`config.mk`:
```
export PLATFORM = sky130hd
export DESIGN_NAME = regd_wb_arbiter
export DESIGN_NICKNAME = d
export VERILOG_FILES = /design/src/rtl/regd_wb_arbiter.sv
export SDC_FILE = /design/constraint.sdc
export NUM_CORES = 1
export LEC_CHECK = 0
export ABC_CLOCK_PERIOD_IN_PS = 4100
export BUFFER_PORTS_ARGS = -buffer_cell sky130_fd_sc_hd__clkbuf_2
export CAP_MARGIN = 5
export CORE_UTILIZATION = 50
export CTS_CLUSTER_DIAMETER = 100
export DETAILED_ROUTE_END_ITERATION = 7
export PLACE_DENSITY = 0.78
export SLEW_MARGIN = 20
export SYNTH_ARGS = -nofsm -noshare
export SYNTH_HDL_FRONTEND = slang
export SYNTH_SLANG_ARGS = --single-unit
```
`constraint.sdc`:
```
create_clock -name clk_i -period 4.1 [get_ports clk_i]
set_input_delay 0.41 -clock clk_i [delete_from_list [all_inputs] [get_ports clk_i]]
set_output_delay 0.41 -clock clk_i [all_outputs]
set_load 0.1 [all_outputs]
```
`src/rtl/regd_wb_arbiter.sv`:
```
// ---------------------------------------------------------------------------
// regd_wb_arbiter
//
// Shares the single register-file write port between the execute stage's
// direct writeback and load-queue return data. Tracks which registers still
// wait on an outstanding load, reports RAW/WAW hazards to the decoder, and
// stalls the decoder when load returns have been starved too long.
//
// Ports
//   clk_i, resetb_i        clock, asynchronous active-low reset
//   clk_en_i               global enable; low freezes all state and grants
//   ex_regd_*_i            EX writeback request (never back-pressured)
//   ex_lq_wr_i,
//   ex_lq_regd_addr_i      load pushed to the load queue and its destination
//   lq_dav_i, lq_regd_*_i  load return request, destination and data
//   lq_ack_o               load return accepted this cycle
//   rf_wr_o/addr_o/data_o  registered register-file write port
//   ids_rs1/rs2/rd_addr_i  operands of the instruction being decoded
//   ids_hazard_o           decoded instruction touches a pending-load register
//   ids_stall_o            decoder must not issue (load-return starvation)
// ---------------------------------------------------------------------------
module regd_wb_arbiter #(
  parameter int C_XLEN       = 32,
  parameter int C_STARVE_MAX = 4
) (
  input  logic              clk_i,
  input  logic              resetb_i,
  input  logic              clk_en_i,
  input  logic              ex_regd_wr_i,
  input  logic [4:0]        ex_regd_addr_i,
  input  logic [C_XLEN-1:0] ex_regd_data_i,
  input  logic              ex_lq_wr_i,
  input  logic [4:0]        ex_lq_regd_addr_i,
  input  logic              lq_dav_i,
  output logic              lq_ack_o,
  input  logic [4:0]        lq_regd_addr_i,
  input  logic [C_XLEN-1:0] lq_regd_data_i,
  output logic              rf_wr_o,
  output logic [4:0]        rf_addr_o,
  output logic [C_XLEN-1:0] rf_data_o,
  input  logic [4:0]        ids_rs1_addr_i,
  input  logic [4:0]        ids_rs2_addr_i,
  input  logic [4:0]        ids_rd_addr_i,
  output logic              ids_hazard_o,
  output logic              ids_stall_o
);

  localparam logic [3:0] LP_STARVE_MAX = 4'(C_STARVE_MAX);

  // -------------------------------------------------------------------------
  // Grant: EX always wins, LQ only gets the port when EX is idle.
  // -------------------------------------------------------------------------
  logic              w_ex_gnt;
  logic              w_lq_gnt;
  logic              w_any_gnt;
  logic [4:0]        w_gnt_addr;
  logic [C_XLEN-1:0] w_gnt_data;

  assign w_ex_gnt   = clk_en_i & ex_regd_wr_i;
  assign w_lq_gnt   = clk_en_i & lq_dav_i & ~ex_regd_wr_i;
  assign w_any_gnt  = w_ex_gnt | w_lq_gnt;
  assign w_gnt_addr = w_ex_gnt ? ex_regd_addr_i : lq_regd_addr_i;
  assign w_gnt_data = w_ex_gnt ? ex_regd_data_i : lq_regd_data_i;

  // Held at 0 while reset is asserted so the LSQ never sees an accept for a
  // return that the (resetting) write port would drop.
  assign lq_ack_o = resetb_i & w_lq_gnt;

  // -------------------------------------------------------------------------
  // Registered write port. Address/data hold without a grant; a grant to x0
  // still loads them but never raises the strobe.
  // -------------------------------------------------------------------------
  logic              r_rf_wr;
  logic [4:0]        r_rf_addr;
  logic [C_XLEN-1:0] r_rf_data;
  logic              r_src_lq;

  // NOTE: sequential state uses non-blocking (<=) so every flop samples the
  // pre-edge values; combinational blocks below use blocking (=).
  always_ff @(posedge clk_i or negedge resetb_i) begin
    if (!resetb_i) begin
      r_rf_wr   <= 1'b0;
      r_rf_addr <= '0;
      r_rf_data <= '0;
      r_src_lq  <= 1'b0;
    end else if (clk_en_i) begin
      r_rf_wr  <= w_any_gnt & (w_gnt_addr != 5'd0);
      r_src_lq <= w_lq_gnt;
      if (w_any_gnt) begin
        r_rf_addr <= w_gnt_addr;
        r_rf_data <= w_gnt_data;
      end
    end
  end

  assign rf_wr_o   = r_rf_wr;
  assign rf_addr_o = r_rf_addr;
  assign rf_data_o = r_rf_data;

  // -------------------------------------------------------------------------
  // Pending-load scoreboard. A bit clears only after the LQ data has actually
  // been written (registered strobe), so the hazard cannot drop early. A new
  // load to the same register in that cycle re-sets the bit (set wins).
  // -------------------------------------------------------------------------
  logic [31:0] r_pend;
  logic [31:0] w_pend_nxt;

  // NOTE: every variable written in always_comb gets a default first, so no
  // path can leave it unassigned and infer a latch.
  always_comb begin
    w_pend_nxt = r_pend;
    if (r_rf_wr && r_src_lq) w_pend_nxt[r_rf_addr] = 1'b0;
    if (ex_lq_wr_i)          w_pend_nxt[ex_lq_regd_addr_i] = 1'b1;
    w_pend_nxt[0] = 1'b0;
  end

  // NOTE: the scoreboard is a flop vector, not a RAM, and must be reset:
  // the LSQ is cleared by the same reset, so pending loads are forgotten.
  always_ff @(posedge clk_i or negedge resetb_i) begin
    if (!resetb_i)     r_pend <= '0;
    else if (clk_en_i) r_pend <= w_pend_nxt;
  end

  // -------------------------------------------------------------------------
  // Hazard: a nonzero operand hits a pending bit, or the load being pushed
  // this very cycle (bypass for the one cycle before pend shows it).
  // -------------------------------------------------------------------------
  function automatic logic f_hit(input logic [4:0]  a,
                                 input logic [31:0] pend,
                                 input logic        byp_vld,
                                 input logic [4:0]  byp_addr);
    return (a != 5'd0) && (pend[a] || (byp_vld && (byp_addr == a)));
  endfunction

  logic w_rs1_hit;
  logic w_rs2_hit;
  logic w_rd_hit;

  assign w_rs1_hit = f_hit(ids_rs1_addr_i, r_pend, ex_lq_wr_i, ex_lq_regd_addr_i);
  assign w_rs2_hit = f_hit(ids_rs2_addr_i, r_pend, ex_lq_wr_i, ex_lq_regd_addr_i);
  assign w_rd_hit  = f_hit(ids_rd_addr_i,  r_pend, ex_lq_wr_i, ex_lq_regd_addr_i);

  assign ids_hazard_o = resetb_i & (w_rs1_hit | w_rs2_hit | w_rd_hit);

  // -------------------------------------------------------------------------
  // Starvation: count consecutive enabled cycles with an unaccepted return.
  // The stall rises on the same edge the count reaches its limit and falls
  // on the edge that accepts the return.
  // -------------------------------------------------------------------------
  logic [3:0] r_starve;
  logic [3:0] w_starve_nxt;
  logic       r_stall;

  always_comb begin
    w_starve_nxt = 4'd0;
    if (lq_dav_i && !w_lq_gnt) begin
      w_starve_nxt = (r_starve >= LP_STARVE_MAX) ? LP_STARVE_MAX
                                                 : r_starve + 4'd1;
    end
  end

  always_ff @(posedge clk_i or negedge resetb_i) begin
    if (!resetb_i) begin
      r_starve <= 4'd0;
      r_stall  <= 1'b0;
    end else if (clk_en_i) begin
      r_starve <= w_starve_nxt;
      if (w_lq_gnt)                            r_stall <= 1'b0;
      else if (w_starve_nxt == LP_STARVE_MAX) r_stall <= 1'b1;
    end
  end

  assign ids_stall_o = r_stall;

endmodule

```
==> metrics.md, run 1 <==
| Metric | Value |
|---|---|
| Status | `finished clean` |
| Cts hold-fix bufs | `0` |
| ANT cells | `0` |
| Reg2reg end | `r_pend[10]` |
| Root Buffer | `clkbuf_8` |
| Clock Skew | `5.96 ps` |
| Worst r2r src | `rf_addr_o[1]` |
| Clk buf depth | `2` |
| Most frequently used flop master after synthesis | `dfrtp_1` |
| Synthesized cell area | `0.00449 sq mm` |
| WP buf/inv | `1` |
| Peak supply drop | `273 uV` |
| Met2 usage | `0.445` |
| Post-Syn Nets | `around 550` |
| Arr. time, crit path | `roughly 2500 ps` |
| Via density | `5.97` |
| DR DRC count | `0` |
| Total CTS buffers | `9` |
| Top post-synthesis cells by count | `85 x o21ai_0, 75 x dfrtp_1, 66 x nand2_1` |
| R2r worst-path depth | `5` |
| Delay-heaviest family, CP | `multiplexers` |
| Gr usage total | `0.272` |
| Die height | `between 90 and 100 um` |
| Syn. warnings | `0` |
| P_leak | `2.61 nW` |
| Initial Utilization | `0.514` |
| Slew Limit Fails | `0` |
| Final hold vios | `0` |
| Final #Nets | `roughly 670` |
| Layout Utilization | `0.619` |
| Top cells by area, synth | `dfrtp_1 42%, mux4_2 9.5%, o21ai_0 9.5%, mux2i_1 8.9%, nand2_1 5.5%` |
| Post-synthesis sequential area ratio | `0.418` |
| Max cap viols | `0` |
| HPWL Detailed | `9270 um` |
| Setup Viol. Count Final | `0` |
| RSZ-0062 raised after global routing | `no` |
| Fraction of layout cells with a size suffix above 1 | `0.323` |
| ANT nets after route | `0` |
| CP cell instances | `mux4_2, mux4_2, o311ai_2, o311ai_1, clkbuf_2` |
| Initial antenna violation count | `0` |
| EDFF count, synth | `0` |
| Fin crit period | `2910 ps` |
| Avg Cell Area, Syn | `a little under 10 sq um` |
| Layer with the highest usage | `met2` |
| Cell with the most instances after synthesis | `o21ai_0` |
| CP max-delay cell | `mux4_2` |
| 1st-pass router iterations | `5` |
| R2R setup slack | `approximately 2600 ps` |
| Critical Path Max Stage Delay | `about 480 ps` |
| WP data required | `3690 ps` |
| Netlist cell types | `44` |
| Setup TNS | `0 ps` |
| Area leader, netlist | `dfrtp_1` |
| Power per cell area | `464 mW/mm^2` |
| Asr flop ratio synth | `1.00` |
| Row count | `34` |
| Global-route met1 utilization | `0.358` |
| Die Span X | `between 90 and 100 um` |
| # IOs | `141` |
| Clk sinks | `75` |
| CTS tree | `done` |
| Max Freq | `344 MHz` |
| Final wirelength | `12,100 um` |
| DRT iter0 DRCs | `286` |
| Core Area | `0.00872 sq mm` |
| Wire per inst | `17.8 um` |
| Die Area | `between 0.009 and 0.01 sq mm` |
| Cells after Synth | `451` |
| Relative slew slack | `0.282` |
| Critical path type | `reg -> out` |
| Final Cycle Share | `0.710` |
| Largest net degree at the start of global routing | `76` |
| Most frequent CP cell | `mux4_2` |
| Worst-margin pin slew | `1070 ps` |
| Startpoint kind of the worst setup timing path | `register` |
| Tightest Hold Check Type | `in -> async` |
| First-pass GRT wire length | `20,000 um` |
| Worst-Skew Late Latency | `350 ps` |
| GRT overflow | `0` |
| CP Capture Type | `output pin` |
| Min Hold Slack | `336 ps` |
| Port Buffers | `140` |
| H-tree Lvls | `3` |
| Setup Fix Bufs, Post-CTS | `0` |
| Vias in the first global route | `3,972` |
| Met3 Track Usage GR | `0.0397` |
| Worst-path maximum fanout | `4` |
| Proportion of netlist area held by the largest area contributor | `0.418` |
| Seq cells post-synth | `75` |
| Reg clk slew, reported paths | `80 ps` |
| Post_cts resized | `0` |
| Routability-driven placement congestion ratio | `approximately 1.0` |
| Area grow syn2layout | `20.3%` |
| Via Count | `about 4,000` |
==> power by group <==
part	internal [mW]	switching [mW]	leakage, nW
logic	0.265	0.621	1.57
registers	0.857	0.138	0.937
clock network	0.354	0.270	0.108
==> sequential cells by signal (all words and copies together), names as in the netlist <==
name and cells:
rf_data_o 32, r_pend 31, rf_addr_o 5, r_starve 4
ids_stall_o 1, r_src_lq 1, rf_wr_o 1
==> worst register-to-register path, stage by stage (launching register included) <==
cell,delay (ps)
dfrtp_1,450
nand3_1,120
or2_2,310
nor2_1,240
nand2_1,90
a22o_1,210
==> layout by cell type, fill, tap and decap left out, types with 6 or more instances in the layout <==
cell,n
inv_1,9
nand2_1,65
mux4_2,19
dfrtp_1,75
clkbuf_2,139
nor2_1,16
xnor2_1,11
nor3_1,8
mux2i_1,40
nand3_1,9
nand3b_1,8
nand4_1,6
a21oi_1,7
a22o_1,12
o21ai_0,84
clkbuf_8,10
==> cells by family after synthesis <==
| logic type | Yosys count | share of synthesized area |
|---|---|---|
| fa+ha+maj | 1 | 0.00279 |
| xor+xnor | 15 | 0.0293 |
| simple gates | 135 | 0.143 |
| flops | 75 | 0.418 |
| compound gates | 118 | 0.151 |
| buf+inv | 42 | 0.0455 |
| mux | 65 | 0.209 |
==> worst max path at each step <==
| stage | start | endpoint | slack (ps) | depth (start not counted) |
|---|---|---|---|---|
| global route | r_pend[10] | ids_hazard_o | 1100 | 5 |
| finish | r_pend[15] | ids_hazard_o | 1190 | 5 |
| global placement | ids_rs2_addr_i[0] | ids_hazard_o | 1300 | 6 |
| CTS | r_pend[10] | ids_hazard_o | 1190 | 5 |
| floorplan | ids_rd_addr_i[2] | ids_hazard_o | 20 | 7 |
| detailed placement | ids_rs2_addr_i[0] | ids_hazard_o | 1260 | 6 |
==> routing by layer <==
layer,share of wire,vias up
met5,0,-
met4,0.034,0
met3,0.081,36
met2,0.48,226
met1,0.40,1927
li1,-,1886
==> through the flow <==
stage	power (mW)	setup WS [ps]	cell area (sq um)	cells
floorplan	1.65	17.9	4490	451
global placement	1.86	1300	5180	668
detailed placement	1.89	1260	5180	668
CTS	2.51	1190	5400	683
global route	2.61	1100	5400	683
finish	2.50	1190	5400	683
==> layout make-up <==
cell class              count  area [sq um]
clock buffers              10           138
clock inverters             5          77.6
flip-flops and latches     75          1880
multi-input cells         334          2420
fillers                   735          3320
repair buffers            142           718
inverters                   9          33.8
well taps                 108           135
No activity file was read; power rests on OpenSTA's default activity.
==> run 2, diff against run 1 <==
--- a/config.mk
+++ b/config.mk
@@ -5,7 +5,7 @@
 export SDC_FILE = /design/constraint.sdc
 export NUM_CORES = 1
 export LEC_CHECK = 0
-export ABC_CLOCK_PERIOD_IN_PS = 4100
+export ABC_CLOCK_PERIOD_IN_PS = 2800
 export BUFFER_PORTS_ARGS = -buffer_cell sky130_fd_sc_hd__clkbuf_2
 export CAP_MARGIN = 5
 export CORE_UTILIZATION = 50
==> constraint.sdc (replaced) <==
create_clock -name clk_i -period 2.8 [get_ports clk_i]
set_input_delay 0.28 -clock clk_i [delete_from_list [all_inputs] [get_ports clk_i]]
set_output_delay 0.28 -clock clk_i [all_outputs]
set_load 0.1 [all_outputs]
==> metrics.md, run 2 (synthesis gave the netlist of run 1 again) <==
| Metric | Value |
|---|---|
| Largest net degree at the start of global routing | `76 (unchanged)` |
| Status | `finished clean (unchanged)` |
| Via density | `6.01 (was 5.97)` |
| Tightest Hold Check Type | `in -> async (unchanged)` |
| Initial antenna violation count | `0 (unchanged)` |
| Setup TNS | `0 ps (unchanged)` |
| Reg clk slew, reported paths | `80 ps (about the same)` |
| Fraction of layout cells with a size suffix above 1 | `0.332 (was 0.323)` |
| Final hold vios | `0 (unchanged)` |
| Placed cells | `672 (was 668)` |
| Clock Skew | `10.6 ps (was 5.96 ps)` |
| Peak supply drop | `415 uV (was 273 uV)` |
| Clk buf depth | `2 (unchanged)` |
| Final #Nets | `676 (was 672)` |
| # IOs | `141 (unchanged)` |
| Clk sinks | `75 (unchanged)` |
| DR DRC count | `0 (unchanged)` |
| WP buf/inv | `1 (unchanged)` |
| Die Span X | `96.7 um (unchanged)` |
| Routability-driven placement congestion ratio | `0.975 (was 1.01)` |
| Worst-path maximum fanout | `4 (unchanged)` |
| Area grow syn2layout | `21.3% (was 20.3%)` |
| WP data required | `2520 ps (was 3690 ps)` |
| CP Capture Type | `output pin (unchanged)` |
| Critical path type | `reg -> out (unchanged)` |
| ANT nets after route | `0 (unchanged)` |
| Setup Viol. Count Final | `0 (unchanged)` |
| Critical Path Max Stage Delay | `500 ps (was 480 ps)` |
| Gr usage total | `0.267 (was 0.272)` |
| Slew Limit Fails | `0 (unchanged)` |
| HPWL Detailed | `9180 um (was 9270 um)` |
| Worst-Skew Late Latency | `340 ps (was 350 ps)` |
| RSZ-0062 raised after global routing | `no (unchanged)` |
| Max Freq | `roughly 370 MHz` |
| ANT cells | `0 (unchanged)` |
| Layout Utilization | `0.624 (was 0.619)` |
| Fin crit period | `2740 ps` |
| Delay-heaviest family, CP | `multiplexers (unchanged)` |
| Most frequent cells in the layout | `138 x clkbuf_2, 84 x o21ai_0, 75 x dfrtp_1 (was 139 x clkbuf_2, 84 x o21ai_0, 75 x dfrtp_1)` |
| P_leak | `2.64 nW (was 2.61 nW)` |
| Max cap viols | `0 (unchanged)` |
| Final std cells w/o fill | `687 (was 683)` |
| Final Cycle Share | `0.977` |
| Total CTS buffers | `9 (unchanged)` |
| Initial Utilization | `0.514 (unchanged)` |
| Wire per inst | `17.7 um (was 17.8 um)` |
| Final wirelength | `12,200 um (was 12,100 um)` |
| DRT iter0 DRCs | `288 (was 286)` |
| Core Area | `0.00872 sq mm (unchanged)` |
| Power per cell area | `658 mW/mm^2 (was 464 mW/mm^2)` |
| H-tree Lvls | `3 (unchanged)` |
| Root Buffer | `clkbuf_8 (unchanged)` |
| Via Count | `4,131 (was 4,075)` |
| Port Buffers | `140 (unchanged)` |
| GRT overflow | `0 (unchanged)` |
| CTS tree | `done (unchanged)` |
| Die height | `96.7 um (unchanged)` |
| Worst-margin pin slew | `921 ps (was 1070 ps)` |
| Max FFs per register | `32 (unchanged)` |
| First-pass GRT wire length | `19,800 um (was 20,000 um)` |
| Most common cell after layout, fill and taps aside | `clkbuf_2 (unchanged)` |
| 1st-pass router iterations | `5 (unchanged)` |
| Most frequent CP cell | `mux4_2 (unchanged)` |
| Total power | `3.58 mW (was 2.50 mW)` |
| Die Area | `0.00935 sq mm (unchanged)` |
| CP max-delay cell | `mux4_2 (unchanged)` |
| Row count | `34 (unchanged)` |
| Setup Fix Bufs, Post-CTS | `0 (unchanged)` |
| Startpoint kind of the worst setup timing path | `register (unchanged)` |
| Arr. time, crit path | `2460 ps (was 2500 ps)` |
| Min Hold Slack | `204 ps (was 336 ps)` |
| Relative slew slack | `0.386 (was 0.282)` |
| CP cell instances | `mux4_2, mux4_2, o311ai_2, o311ai_4, buf_12 (was mux4_2, mux4_2, o311ai_2, o311ai_1, clkbuf_2)` |
| Vias in the first global route | `3,925 (was 3,972)` |
-- run 2: report_power, final --
part           internal (mW)  total [mW]  switching (mW)
logic                  0.403        1.32           0.918
clock network          0.428       0.816           0.388
registers               1.25        1.44           0.189
total                   2.09        3.58            1.49
-- run 2: layout make-up --
class | count | area (sq um)
clock inverter | 5 | 53.8
sequential | 75 | 1880
timing repair buffer | 146 | 763
fill | 734 | 3280
inverter | 9 | 33.8
tap | 108 | 135
clock buffer | 10 | 138
multi-input combinational | 334 | 2440
-- run 2: worst paths after layout --
path / start / endpoint / slack, ps / cells past startpoint
min in group clk_i: ex_regd_data_i[28] / rf_data_o[28] / 220 / 3
max in group asynchronous: resetb_i / r_pend[7] / 1990 / 2
setup reg to reg: rf_addr_o[1] / r_pend[18] / 1230 / 5
setup / recovery: r_pend[15] / ids_hazard_o / 60 / 5
hold reg to reg: rf_data_o[28] / rf_data_o[28] / 480 / 2
hold / removal: resetb_i / r_starve[0] / 200 / 2
-- run 2: metrics by stage --
| step | area [sq um] | worst slack, ps |
|---|---|---|
| after floorplan | 4500 | 353 |
| after global placement | 5250 | 340 |
| after detailed placement | 5250 | 221 |
| after CTS | 5440 | 42.4 |
| after global routing | 5440 | 7.61 |
| final | 5440 | 63.1 |
-- run 2: repair_timing --
| action | CTS | global route |
|---|---|---|
| hold buffers | 0 | 0 |
| endpoints found under the hold margin | 0 | 0 |
| endpoints found under the setup margin | 0 | 1 |
| resized for setup | 0 | 1 |
-- run 2: worst reg2reg max path: cells and delay by family, from the launching register on --
| family | cells | cell delay (ps) |
|---|---|---|
| simple gates | 4 | 830 |
| flops | 1 | 450 |
| compound gates | 1 | 190 |
-- run 2: routing by layer --
layer,vias to the layer above,GRT usage,wire (um)
met3,34,0.0318,965
li1,1899,-,-
met1,1951,0.344,4820
met4,0,0.141,458
met5,-,0,0
met2,247,0.444,5920
